### src/rtl/archlearn_pkg.sv
// Shared architecture constants for the archlearn datapath blocks.
// Also holds the max-pool stage FSM encoding and a signed max helper.
package archlearn_pkg;
  localparam int BYTE   = 8;
  localparam int WORD   = 16;
  localparam int ADDR_W = 16;

  typedef enum logic [2:0] {
    IDLE,
    READ,
    LAST,
    WRITE,
    FIN
  } pool_state_t;

  function automatic logic signed [BYTE-1:0] smax(input logic signed [BYTE-1:0] a,
                                                  input logic signed [BYTE-1:0] b);
    return (a > b) ? a : b;
  endfunction
endpackage

### src/rtl/pool_addr_gen.sv
// Address generator for the 2x2 max-pool stage: oy/ox/c/tap counters, HWC read
// address of the current window tap, HWC write address and last-element flag.
module pool_addr_gen
  import archlearn_pkg::*;
#(
  parameter int DIM_IN  = 32,
  parameter int DIM_OUT = 16,
  parameter int CH      = 32
) (
  input  logic              clk,
  input  logic              reset,
  input  logic              rd_active,
  input  logic              tap_adv,
  input  logic              elem_adv,
  output logic [1:0]        tap,
  output logic [ADDR_W-1:0] rd_addr,
  output logic [ADDR_W-1:0] wr_addr,
  output logic              last_elem
);
  localparam int OW = (DIM_OUT > 1) ? $clog2(DIM_OUT) : 1;
  localparam int CW = (CH > 1) ? $clog2(CH) : 1;
  localparam logic [ADDR_W-1:0] DIN_W  = ADDR_W'(DIM_IN);
  localparam logic [ADDR_W-1:0] DOUT_W = ADDR_W'(DIM_OUT);
  localparam logic [ADDR_W-1:0] CH_W   = ADDR_W'(CH);

  logic [OW-1:0]     oy, ox;
  logic [CW-1:0]     c;
  logic [1:0]        tap_q;
  logic              c_last, ox_last, oy_last;
  logic [ADDR_W-1:0] in_y, in_x, cur_rd, rd_hold;

  assign c_last    = (c == CW'(CH - 1));
  assign ox_last   = (ox == OW'(DIM_OUT - 1));
  assign oy_last   = (oy == OW'(DIM_OUT - 1));
  assign last_elem = c_last && ox_last && oy_last;
  assign tap       = tap_q;

  always_ff @(posedge clk or posedge reset) begin
    if (reset) begin
      tap_q <= '0;
      c     <= '0;
      ox    <= '0;
      oy    <= '0;
    end else begin
      if (tap_adv) tap_q <= tap_q + 2'd1;
      if (elem_adv) begin
        if (c_last) begin
          c <= '0;
          if (ox_last) begin
            ox <= '0;
            oy <= oy_last ? '0 : oy + OW'(1);
          end else begin
            ox <= ox + OW'(1);
          end
        end else begin
          c <= c + CW'(1);
        end
      end
    end
  end

  // Tap bits append to the output coordinate: {oy,tap[1]} = 2*oy + dy.
  always_comb begin
    in_y    = ADDR_W'({oy, tap_q[1]});
    in_x    = ADDR_W'({ox, tap_q[0]});
    cur_rd  = (in_y * DIN_W + in_x) * CH_W + ADDR_W'(c);
    wr_addr = (ADDR_W'(oy) * DOUT_W + ADDR_W'(ox)) * CH_W + ADDR_W'(c);
    rd_addr = rd_active ? cur_rd : rd_hold;
  end

  always_ff @(posedge clk or posedge reset) begin
    if (reset)          rd_hold <= '0;
    else if (rd_active) rd_hold <= cur_rd;
  end
endmodule

### src/rtl/maxpool_stage.sv
// 2x2 stride-2 signed max-pool over an HWC feature map, 6 cycles per output.
// Define POOL_RELU_EN to clamp pooled values at zero before writing.
module maxpool_stage
  import archlearn_pkg::*;
#(
  parameter int DIM_IN = 32,
  parameter int CH     = 32
) (
  input  logic                   clk,
  input  logic                   reset,
  input  logic                   start,
  output logic                   busy,
  output logic                   done,
  output logic [ADDR_W-1:0]      rd_addr,
  input  logic signed [BYTE-1:0] rd_data,
  output logic                   wr_en,
  output logic [ADDR_W-1:0]      wr_addr,
  output logic signed [BYTE-1:0] wr_data
);
  localparam int DIM_OUT = DIM_IN / 2;

  pool_state_t            state_q, state_d;
  logic                   tap_adv, elem_adv, last_elem;
  logic [1:0]             tap;
  logic signed [BYTE-1:0] max_q;

  pool_addr_gen #(
    .DIM_IN (DIM_IN),
    .DIM_OUT(DIM_OUT),
    .CH     (CH)
  ) u_addr (
    .clk      (clk),
    .reset    (reset),
    .rd_active(state_q == READ),
    .tap_adv  (tap_adv),
    .elem_adv (elem_adv),
    .tap      (tap),
    .rd_addr  (rd_addr),
    .wr_addr  (wr_addr),
    .last_elem(last_elem)
  );

  always_ff @(posedge clk or posedge reset) begin
    if (reset) state_q <= IDLE;
    else       state_q <= state_d;
  end

  always_comb begin
    state_d  = state_q;
    tap_adv  = 1'b0;
    elem_adv = 1'b0;
    busy     = (state_q != IDLE);
    done     = (state_q == FIN);
    wr_en    = (state_q == WRITE);
    case (state_q)
      IDLE:  if (start) state_d = READ;
      READ: begin
        tap_adv = 1'b1;
        if (tap == 2'd3) state_d = LAST;
      end
      LAST:  state_d = WRITE;
      WRITE: begin
        elem_adv = 1'b1;
        state_d  = last_elem ? FIN : READ;
      end
      FIN:     state_d = IDLE;
      default: state_d = IDLE;
    endcase
  end

  // Read data lags the address by one cycle, so READ tap N sees tap N-1 data.
  always_ff @(posedge clk or posedge reset) begin
    if (reset) begin
      max_q <= '0;
    end else if (state_q == READ && tap == 2'd1) begin
      max_q <= rd_data;
    end else if ((state_q == READ && tap != 2'd0) || state_q == LAST) begin
      max_q <= smax(max_q, rd_data);
    end
  end

`ifdef POOL_RELU_EN
  assign wr_data = max_q[BYTE-1] ? '0 : max_q;
`else
  assign wr_data = max_q;
`endif
endmodule

### config.mk
export PLATFORM = sky130hd
export DESIGN_NAME = maxpool_stage
export DESIGN_NICKNAME = d
export VERILOG_FILES = /design/src/rtl/archlearn_pkg.sv /design/src/rtl/pool_addr_gen.sv /design/src/rtl/maxpool_stage.sv
export SDC_FILE = /design/constraint.sdc
export NUM_CORES = 1
export LEC_CHECK = 0
export CORE_MARGIN = 8
export CORE_UTILIZATION = 30
export CTS_CLUSTER_DIAMETER = 100
export DETAILED_ROUTE_END_ITERATION = 10
export HOLD_SLACK_MARGIN = 0.06
export MAX_ROUTING_LAYER = met4
export PLACE_DENSITY_LB_ADDON = 0.3
export SLEW_MARGIN = 20
export SYNTH_ARGS = -nofsm -noshare
export SYNTH_HDL_FRONTEND = slang
export SYNTH_HIERARCHICAL = 1
export SYNTH_SLANG_ARGS = --single-unit
### constraint.sdc
create_clock -name clk -period 4.5 [get_ports clk]
set_input_delay 0.9 -clock clk [delete_from_list [all_inputs] [get_ports clk]]
set_output_delay 0.9 -clock clk [all_outputs]
set_load 0.05 [all_outputs]
* Yosys cells after proc, flatten, opt, wreduce, memory -nomap -nowiden *
Cells that the tools add are included.

operators by class
  add/sub/neg operators = 8
  magnitude comparators = 1
  eq/ne operators = 12
  muxes and demuxes = 13
  reductions and logical operators = 13

operator list
  operator                                                          number
  16-bit by 5-bit adder with 16-bit output                          2
  8-bit 2-to-1 mux                                                  3
  16-bit 2-to-1 mux                                                 1
  3-bit one-hot mux with 4 select lines                             1
  10-bit by 5-bit adder with 11-bit output                          1
  8-bit by 4-bit adder with 9-bit output                            1
  3-bit 2-to-1 mux                                                  3
  4-bit by 1-bit adder with 4-bit output (second input constant)    2
  4-bit == test (second input constant)                             2
  8-bit greater-than comparator                                     1
  4-bit 2-to-1 mux                                                  2
  3-bit by 2-bit == test with 1-bit output (second input constant)  2
  2-bit != test (second input constant)                             3
  2-bit AND reduction                                               3
  5-bit by 1-bit adder with 5-bit output (second input constant)    1
  5-bit == test (second input constant)                             1
  5-bit 2-to-1 mux                                                  1
  1-bit logical AND                                                 4
  2-bit nonzero test                                                2
  3-bit by 1-bit == test with 1-bit output (second input constant)  1
  3-bit == test (second input constant)                             1
  3-bit zero test                                                   1
  3-bit AND reduction                                               1
  3-bit nonzero test                                                1
  5 further kinds                                                   6

word-level totals
  register bits = 42
  logic and storage cells = 54

* Depth between registers and ports, before layout *
  word-level depth = 5
  mapped depth = 8
  depth with buffers taken out = 7

* Modules after synthesis *
Netlist, hierarchy kept.

modules (own cells, without submodules)
  module         instances  cells an instance  area an instance (sq um)  sequential area each (sq um)
  pool_addr_gen  1          107                1373.8                    775.7
  maxpool_stage  1          66                 698.2                     275.3

* Least setup slack after synthesis *
No wires, ideal clock.

  path type = reg-to-output
  start = reg state_q[2]
  end = out rd_addr[15]
  arrival time = 1.668 ns
  data required time = 3.600 ns
  slack = 1.932 ns
  cell stages (with the launch flop) = 6
  buffers on the path = 2
  path through = dfrtp_1 -> nand2b_1 -> nor2_1 -> buf_2 -> buf_4 -> nor2b_1

between the ends
  longest elaborated chain between the ends = 2

RTL lines
  what                                      line                 RTL
  from (decl)                               maxpool_stage.sv:22  pool_state_t state_q, state_d;
  from (signal assigned)                    maxpool_stage.sv:45  else state_q <= state_d;
  3-bit by 1-bit == test with 1-bit output  maxpool_stage.sv:34  .rd_active(state_q == READ),
  16-bit 2-to-1 mux                         n/a
  to (decl)                                 maxpool_stage.sv:14  output logic [ADDR_W-1:0] rd_addr,

Every way passes these cells.

* Worst setup path in the final report *
  start = reg state_q[2]
  end = out rd_addr[10]

The elaborated chain is that of the path after synthesis.

==> out/summary.txt <==
Status: complete, no violations
Slew HR: 0.651
Worst setup startpoint: state_q[2]
WS Path Type: reg2out
Minimum clock period: 3.28 ns
Crit path required time: 3.60 ns
Crit path cell chain: nand2b_1 > nor2_1 > buf_4 > mux2_2 > clkdlybuf4s50_1
CP max FO: 11
Final Cycle Share: 0.730
Fraction of registers with async set/reset: 1.00
Kind of end point of the critical path: output port
Area taken by multi-input logic gates: 906 um^2
Final setup viols: 0
Vias per cell: 4.75
Placed insts: 300
DIE WIDTH: 99.1 um
Final #Nets: 250
Routed wire per std cell: 14.2 um
Die Y: 99.1 um
Final hold vios: 0
CTS tree: done
Clock Tree Buf Depth: 2
Core ar.: 6760 um^2
FF+latch count, synth: 42
Num CTS Buffers: 5
Power Density: 690 nW/um^2
Largest net degree at the start of global routing: 32
# Post-CTS Setup Buffers: 0
Final wirelength: 4.37 mm
Worst reg2reg startpoint: state_q[1]
Setup TNS: 0 ns
Area Growth Syn to Fin: 32.5%
RSZ-0062 raised after global routing: no
TritonCTS Sinks: 42
Total Power: 1890 uW
Worst-skew pair later-pin latency: 0.29 ns
CTS-repair resized insts: 0
RePlAce Congestion: 0.771
CTS H-tree lvls: 2
Primary FF master, synth: dfrtp_1
Vias in the first global route: 1526
Peak VDD IR: 0.000457 V
Distinct cells, synth: 41
Root Buffer: clkbuf_8
GRT overflow: 0
Slowest cell on crit path: clkdlybuf4s50_1
Most area-hungry cell type in the Yosys netlist: dfrtp_1
Max-cap violation count: 0
Hold Crit Start: u_addr/rd_hold[13]
Vias: 1463
Die area: 9820 um^2
I/O pin cnt: 54
Sequential fraction of the synthesis area: 0.507
Register Area: 1050 um^2
IO buf count: 50
Initial Util: 0.307
Worst Skew: 0.0105 ns
Syn Inst Count: 173
Post-Layout Cell Count: 308
Syn_area_per_cell: 12.0 um^2
Maximum clock frequency: 304 MHz
First-pass GRT wire length: 7.26 mm
Share of cells above drive strength 1: 0.189
Hold-fix buffers, CTS: 0
Antenna violations before repair: 0
Worst-margin pin slew: 0.522 ns
Synth warnings: 6
DRT antenna net count: 0
Leak Pwr: 0.00124 uW
Rows: 30
Critical Path AT: 2.38 ns
Final Slew Violations: 0
Drt pass-1 iters: 4
Drt first-iter violations: 18
ANT cells: 0
Global-route usage over all layers: 0.0941
Clock-pin transition on the worst setup and hold timing paths: 0.09 ns
CP startpoint kind: register
DRC: 0
Worst hold path class: reg2reg
Max stage delay on crit path: 0.72 ns
Fillers: 674
Cell Area, Synth: 2070 um^2
Top cell type's share of synthesized area: 0.507
Post-synth EDFFs: 0
Top cells by area, synth: dfrtp_1 (51%), mux2_2 (15%), ha_1 (7.2%)
Dpl hpwl: 3.18 mm
==> final cells by class <==
cell class              instances  area share
clock buffers                   6      0.0264
well taps                      80      0.0364
flip-flops and latches         42       0.383
clock inverters                 2      0.0137
multi-input cells             111       0.330
repair buffers                 54       0.193
inverters                      13      0.0178
==> sequential cells by signal, summed over array words and instances (netlist names) <==
name,count
u_addr/ox,4
u_addr/oy,4
wr_data,8
state_q,3
u_addr/rd_hold,16
u_addr/tap,2
u_addr/c,5
==> stage by stage <==
stage | hold slack [ns] | cell area (um^2) | worst slack [ns] | util
2_1_floorplan | 0.477 | 2080 | 1.93 | -
3_3_place_gp | 0.478 | 2640 | 1.40 | 0.390
3_5_place_dp | 0.484 | 2640 | 1.31 | 0.390
4_1_cts | 0.506 | 2750 | 1.19 | 0.406
5_1_grt | 0.511 | 2750 | 1.08 | 0.406
6_report | 0.499 | 2750 | 1.22 | 0.406
==> power breakdown <==
group,switching (uW),internal [uW]
clock network,134,166
logic,618,409
registers,87.2,481
==> final timing paths <==
check                                endpoint  slack [ns]  cells after the start
max in group asynchronous        u_addr/ox[0]        3.17                      3
min in group asynchronous          state_q[1]        0.94                      2
hold reg to reg            u_addr/rd_hold[13]        0.50                      1
setup / recovery                  rd_addr[10]        1.22                      5
setup reg to reg                   wr_data[5]        2.38                      5
hold / removal             u_addr/rd_hold[13]        0.50                      1
==> logic make-up after synthesis <==
kind of cell	Yosys count	synth area share
DFF	42	0.507
and+or+nand+nor	39	0.109
muxes	28	0.154
AOI/OAI and AO/OA	25	0.0797
buffers and inverters	22	0.0592
adders and majority gates	12	0.0725
xor gates and xnor gates	4	0.0169
other	1	0.00181
==> cells in the final DEF, fill, tap and decap left out, drive strengths merged, types with 2 or more instances in the layout <==
cell and count:
o211ai 2, o21ai 6, ha 12, a21oi 5
and2 2, inv 13, nand3 5, a22o 2
buf 4, and3 3, mux2 28, clkdlybuf4s50 50
clkbuf 6, nor2 5, dfrtp 42, xnor2 3
nand2b 2, a21o 3, nor3b 2, nand4 4
nand2 7, nor2b 3, conb 3
==> metal layers <==
layer  vias to the layer above  share of wire  global-route usage
met4                         0         0.0076              0.0314
met2                        48           0.41               0.134
met3                         4          0.080              0.0391
li1                        715              -                   -
met5                         -              0                   -
met1                       696           0.50               0.118
==> worst max-delay path: cells and delay by family, from the launching register on <==
family | cells | cell delay, ns
flip-flops | 1 | 0.44
multiplexers | 1 | 0.36
AND/OR/NAND/NOR | 2 | 0.35
buffers and inverters | 2 | 0.95
==> cells in the mapped netlist, drive strengths merged, types with 2 or more instances <==
cell / n
nor3b: 2
mux2: 28
xnor2: 3
and2: 2
ha: 12
a22o: 2
inv: 13
and3: 3
nand4: 4
a21o: 3
nand3: 5
o211ai: 2
buf: 9
a21oi: 5
nor2b: 3
nand2b: 2
o21ai: 6
nor2: 5
dfrtp: 42
nand2: 7
(Power assumes the default switching activity.)
